**src/rtl/lock_access_controller.sv**
```systemverilog
// Front-end sequencer for the 4-digit combination lock core.
// Debounces the enter/lock buttons, strobes the core, counts consecutive wrong
// digits and enforces a timed lockout with alarm after too many failures.
module lock_access_controller #(
   parameter int unsigned DEBOUNCE_CYC = 16,
   parameter int unsigned MAX_FAIL     = 3,
   parameter int unsigned LOCKOUT_CYC  = 1000,
   localparam int unsigned FAIL_W      = $clog2(MAX_FAIL + 1)
) (
   input  logic              clk,
   input  logic              rst_n,
   input  logic              enter_btn,
   input  logic              lock_btn,
   input  logic [2:0]        core_state,
   input  logic              door_open,
   output logic              enter_pulse,
   output logic              lock_pulse,
   output logic [FAIL_W-1:0] fail_count,
   output logic              locked_out,
   output logic              alarm
);

   localparam int unsigned DB_W  = $clog2(DEBOUNCE_CYC);
   localparam int unsigned TMR_W = (LOCKOUT_CYC > 1) ? $clog2(LOCKOUT_CYC) : 1;

   typedef enum logic [1:0] {StIdle, StPulse, StCheck, StLockout} state_e;

   // Index 0 = enter button, index 1 = lock button.
   logic [1:0]      btn_raw;
   logic [1:0]      sync1_q, sync2_q;
   logic [1:0]      level_q, level_prev_q;
   logic [DB_W-1:0] db_cnt_q [2];
   logic [1:0]      req;
   logic            enter_req, lock_req;

   logic            lock_pulse_q;
   logic            door_q;
   logic            door_rise;

   state_e             state_q;
   logic               enter_pulse_q;
   logic [FAIL_W-1:0]  fail_q;
   logic [FAIL_W-1:0]  fail_inc;
   logic [TMR_W-1:0]   timer_q;
   logic               locked_q;
   logic               alarm_q;

   assign btn_raw   = {lock_btn, enter_btn};
   assign req       = level_q & ~level_prev_q;
   assign enter_req = req[0];
   assign lock_req  = req[1];
   assign door_rise = door_open & ~door_q;
   assign fail_inc  = (fail_q == FAIL_W'(MAX_FAIL)) ? fail_q : fail_q + 1'b1;

   // Synchronise both buttons, debounce them and keep the previous level for edge detect.
   always_ff @(posedge clk or negedge rst_n) begin
      if (!rst_n) begin
         sync1_q      <= '0;
         sync2_q      <= '0;
         level_q      <= '0;
         level_prev_q <= '0;
         for (int i = 0; i < 2; i++) db_cnt_q[i] <= '0;
      end else begin
         sync1_q      <= btn_raw;
         sync2_q      <= sync1_q;
         level_prev_q <= level_q;
         for (int i = 0; i < 2; i++) begin
            if (sync2_q[i] == level_q[i]) begin
               db_cnt_q[i] <= '0;
            end else if (db_cnt_q[i] == DB_W'(DEBOUNCE_CYC - 1)) begin
               level_q[i]  <= sync2_q[i];
               db_cnt_q[i] <= '0;
            end else begin
               db_cnt_q[i] <= db_cnt_q[i] + 1'b1;
            end
         end
      end
   end

   // Lock strobe is independent of the FSM; door_open history feeds the rise detect.
   always_ff @(posedge clk or negedge rst_n) begin
      if (!rst_n) begin
         lock_pulse_q <= 1'b0;
         door_q       <= 1'b0;
      end else begin
         lock_pulse_q <= lock_req;
         door_q       <= door_open;
      end
   end

   // Entry sequencer: strobe, evaluate core result, count failures, time the lockout.
   always_ff @(posedge clk or negedge rst_n) begin
      if (!rst_n) begin
         state_q       <= StIdle;
         enter_pulse_q <= 1'b0;
         fail_q        <= '0;
         timer_q       <= '0;
         locked_q      <= 1'b0;
         alarm_q       <= 1'b0;
      end else begin
         enter_pulse_q <= 1'b0;
         unique case (state_q)
            StIdle: begin
               if (enter_req) begin
                  state_q       <= StPulse;
                  enter_pulse_q <= 1'b1;
               end
            end
            StPulse: state_q <= StCheck;
            StCheck: begin
               state_q <= StIdle;
               // A same-cycle door opening wins over counting this digit as wrong.
               if (!door_rise && core_state == 3'd0) begin
                  fail_q <= fail_inc;
                  if (fail_inc == FAIL_W'(MAX_FAIL)) begin
                     state_q  <= StLockout;
                     timer_q  <= TMR_W'(LOCKOUT_CYC - 1);
                     locked_q <= 1'b1;
                     alarm_q  <= 1'b1;
                  end
               end
            end
            StLockout: begin
               if (timer_q == '0) begin
                  state_q  <= StIdle;
                  fail_q   <= '0;
                  locked_q <= 1'b0;
                  alarm_q  <= 1'b0;
               end else begin
                  timer_q <= timer_q - 1'b1;
               end
            end
            default: state_q <= StIdle;
         endcase
         if (door_rise && state_q != StLockout) fail_q <= '0;
      end
   end

   assign enter_pulse = enter_pulse_q;
   assign lock_pulse  = lock_pulse_q;
   assign fail_count  = fail_q;
   assign locked_out  = locked_q;
   assign alarm       = alarm_q;

endmodule

```
**config.mk**
```make
export PLATFORM = sky130hd
export DESIGN_NAME = lock_access_controller
export DESIGN_NICKNAME = d
export VERILOG_FILES = /design/src/rtl/lock_access_controller.sv
export SDC_FILE = /design/constraint.sdc
export NUM_CORES = 1
export LEC_CHECK = 0
export ABC_AREA = 0
export ABC_CLOCK_PERIOD_IN_PS = 2050
export CAP_MARGIN = 30
export CORE_UTILIZATION = 30
export DETAILED_ROUTE_END_ITERATION = 8
export MAX_ROUTING_LAYER = met4
export SYNTH_ARGS = -nofsm -noshare
export SYNTH_HDL_FRONTEND = slang
export SYNTH_SLANG_ARGS = --single-unit
```
**constraint.sdc**
```tcl
create_clock -name clk -period 2.05 [get_ports clk]
set_input_delay 0.41 -clock clk [delete_from_list [all_inputs] [get_ports clk]]
set_output_delay 0.41 -clock clk [all_outputs]
set_load 0.1 [all_outputs]
```
==> metrics.md <==
| Metric | Value |
|---|---|
| Die boundary width | `74.06 um` |
| Setup Crit Path Kind | `in2reg` |
| Net count of the mapped netlist | `149` |
| Cell chosen for the clock root | `clkbuf_8` |
| Sequential cell area fraction in the yosys report | `54.62%` |
| Post-synthesis compound-gate area fraction | `14.06%` |
| Run status | `completed` |
| Fraction of synthesized cell area in xor and xnor cells | `2.249%` |
| Row count | `25` |
| Syn Std Cell Area | `0.001558 mm2` |
| Clock slew at reported path FFs | `0.07 ns` |
| Signal arrival time at the worst endpoint | `2.11 ns` |
| TritonCTS clock tree | `done` |
| Area share of and/or/nand/nor cells after synthesis | `18.80%` |
| Nets | `174` |
| CP startpoint kind | `input port` |
| Kind of end point of the critical path | `register` |
| GRT Total Usage | `13.11%` |
| Die outline area | `0.005485 mm2` |
| Power per Cell Area | `715.3 mW/mm2` |
| Tightest Pin Transition | `0.5778 ns` |
| Dominant register cell in the synthesized netlist | `dfrtp_1` |
| Post-synth cell types | `37` |
| Worst clock skew | `0.007381 ns` |
| Post-route non-filler standard cell count | `230` |
| Vias after detailed routing | `1,127` |
| Top achievable clock speed | `521.2 MHz` |
| Utilization of the core after routing | `39.43%` |
| Top Ports | `14` |
| Iteration count of the initial detailed-routing pass | `4` |
| Via count of the first global-routing pass | `1,196` |
| Min cycle time layout | `1.919 ns` |
| Number of port buffers | `13` |
| Count of yosys warnings during synthesis | `0` |
| Final Total Pwr | `1.367 mW` |
| Die Span Y | `74.06 um` |
| Largest net degree at the start of global routing | `35` |
| Pleak | `0.8019 nW` |
| Final number of max-transition violations | `0` |
| Slew Limit Headroom | `61.13%` |
| Number of flops mapped to enable cells by yosys | `0` |
| Instance count of the mapped netlist | `138` |
| Worst min path class | `reg2reg` |
| Number of antenna repair diodes | `0` |
| Residual overflow from global routing | `0` |
| Setup slack after layout | `0.1313 ns` |
| Global placer's final weighted congestion | `0.8080` |
| Number of flip-flops and latches in the synthesized netlist | `34` |
| Number of clock buffers inserted by TritonCTS | `5` |
| Initial core utilization | `32.13%` |
| Multiplexer share of the synthesized area | `5.944%` |
| Syn-to-layout area delta | `22.73%` |
| Wirelength, routed | `2907 um` |
| Number of max-capacitance violations reported | `0` |
| Clock sink count | `34` |
| Detailed Place HPWL | `2146 um` |
| Fraction of the mapped netlist area in adder cells | `2.410%` |
| Number of buffers inserted by hold repair at cts | `0` |
| Asr flop ratio synth | `100.0%` |
| IR Drop Worst-Case VDD | `0.3839 mV` |
| Initial antenna violation count | `0` |
| Crit share post-route | `93.60%` |
| Mean instance size in the synthesized netlist | `11.29 um2` |
| Clk_lat worst skew | `0.28 ns` |
| Layout cell share with drive strength beyond 1 | `17.79%` |
| Drt via density | `4.900` |
| Average wire per standard cell | `12.64 um` |
| Final ANT Viol Nets | `0` |
| Final hold violation count | `0` |
| Post-detailed-route DRC marker count | `0` |
| Global-route wire length before repair | `5264 um` |
| Bufs on Longest Clock Path | `2` |
| CP Max Fanout | `8` |
| Worst slack, placed | `-0.4852 ns` |
| Largest family of logic cells by synthesized area | `simple AND/OR/NAND/NOR gates` |
| Setup Viol. Count Final | `0` |
| Unrepaired setup endpoints after global routing | `no` |
| Core area | `0.004848 mm2` |
| Starting DRT DRC Count | `81` |
| Data required time at the worst endpoint | `2.24 ns` |
| Maximum level of the CTS H-tree | `2` |
| Total of fill cells in the finished design | `484` |
| Placed Instances | `222` |
-- power by group --
group	switching (mW)	total, mW	internal, mW
Sequential	0.0122	0.698	0.686
Combinational	0.0297	0.0567	0.0270
Clock	0.224	0.613	0.389
-- repair_timing --
item / in CTS / in global routing
resized for setup: 4 / 0
setup endpoints to repair: 7 / 0
setup buffers: 1 / 0
-- state kept, by name, summed over array words and instances, names as in the netlist --
register,count
fail_count,2
level_q,2
enter_pulse,1
db_cnt_q,8
sync2_q,2
door_q,1
timer_q,10
sync1_q,2
state_q,2
lock_pulse,1
level_prev_q,2
alarm,1
-- Yosys cell counts (2+ instances only) --
cell | number | area share [%]
nor4b_1 | 3 | 1.7
mux2i_1 | 7 | 4.5
nand3_1 | 4 | 1.3
nor3_1 | 3 | 0.96
nor2_1 | 11 | 2.7
xnor2_1 | 4 | 2.2
a21oi_1 | 12 | 3.9
nor3b_1 | 2 | 0.96
ha_1 | 3 | 2.4
a31oi_1 | 2 | 0.80
nand4b_1 | 2 | 1.1
nand2b_1 | 4 | 1.6
nand2_1 | 6 | 1.4
o21ai_0 | 6 | 1.9
dfrtp_1 | 34 | 55
and2_1 | 6 | 2.4
inv_1 | 5 | 1.2
mux2_2 | 2 | 1.4
nor2b_1 | 4 | 1.6
-- area by class of cell --
cell class              count  area, um2  share of cell area (%)
well taps                  67      83.83                   4.385
inverters                   5      18.77                  0.9817
clock buffers               6      82.58                   4.319
repair buffers             20      163.9                   8.573
multi-input cells          97      680.7                   35.60
flip-flops and latches     34      852.1                   44.57
clock inverters             1      30.03                   1.571
-- layer usage --
layer  part of all wire [%]  track usage (%)  vias to the layer above
met5                      0                -                        -
met4                   0.31            4.701                        0
met3                    2.8            3.659                        2
met2                     54            22.53                       11
met1                     43            14.47                      573
li1                       -                -                      541
-- through the flow --
stage               hold WS, ns  TNS (ns)  area, um2
CTS                      0.3517         0       1912
global route             0.3599         0       1912
global placement         0.3365    -3.157       1792
floorplan                0.1144         0       1559
detailed placement       0.3358    -3.658       1792
finish                   0.3485         0       1912
-- cells in the final DEF, fill, tap and decap left out, types with 2 or more instances in the layout --
| cell | instances |
|---|---|
| dfrtp_1 | 33 |
| buf_4 | 13 |
| a21oi_1 | 12 |
| nor2_1 | 11 |
| mux2i_1 | 7 |
| o21ai_0 | 6 |
| nand2_1 | 6 |
| and2_1 | 6 |
| clkbuf_8 | 6 |
| inv_1 | 5 |
| xnor2_1 | 4 |
| nor2b_1 | 4 |
| nand3_1 | 4 |
| nand2b_1 | 4 |
| clkdlybuf4s50_1 | 4 |
| nor4b_1 | 3 |
| nor3_1 | 3 |
| ha_1 | 3 |
| dlygate4sd2_1 | 3 |
| nor3b_1 | 2 |
| nand4b_1 | 2 |
| mux2_2 | 2 |
| a31oi_1 | 2 |
-- worst paths after layout --
kind / startpoint / endpoint / slack (ns) / depth (start not counted)
setup / recovery: core_state[2] / timer_q[6] / 0.13 / 5
max in group asynchronous: rst_n / fail_count[1] / 1.19 / 2
hold / removal: sync1_q[1] / sync2_q[1] / 0.35 / 0
setup reg to reg: timer_q[0] / timer_q[6] / 0.19 / 7
hold reg to reg: sync1_q[1] / sync2_q[1] / 0.35 / 0
min in group asynchronous: rst_n / timer_q[7] / 0.54 / 2
-- critical path: stages --
cell and delay, ns:
dlygate4sd2_1 0.24, or4b_4 0.55, o32a_4 0.37, a2111oi_4 0.31, mux2i_1 0.22
-- logic make-up after synthesis --
group                      count (synthesis)
muxes                                      9
DFF                                       34
AOI/OAI and AO/OA                         30
xor gates and xnor gates                   4
and+or+nand+nor                           51
buffers and inverters                      7
adders and majority gates                  3
(Power assumes the default switching activity.)
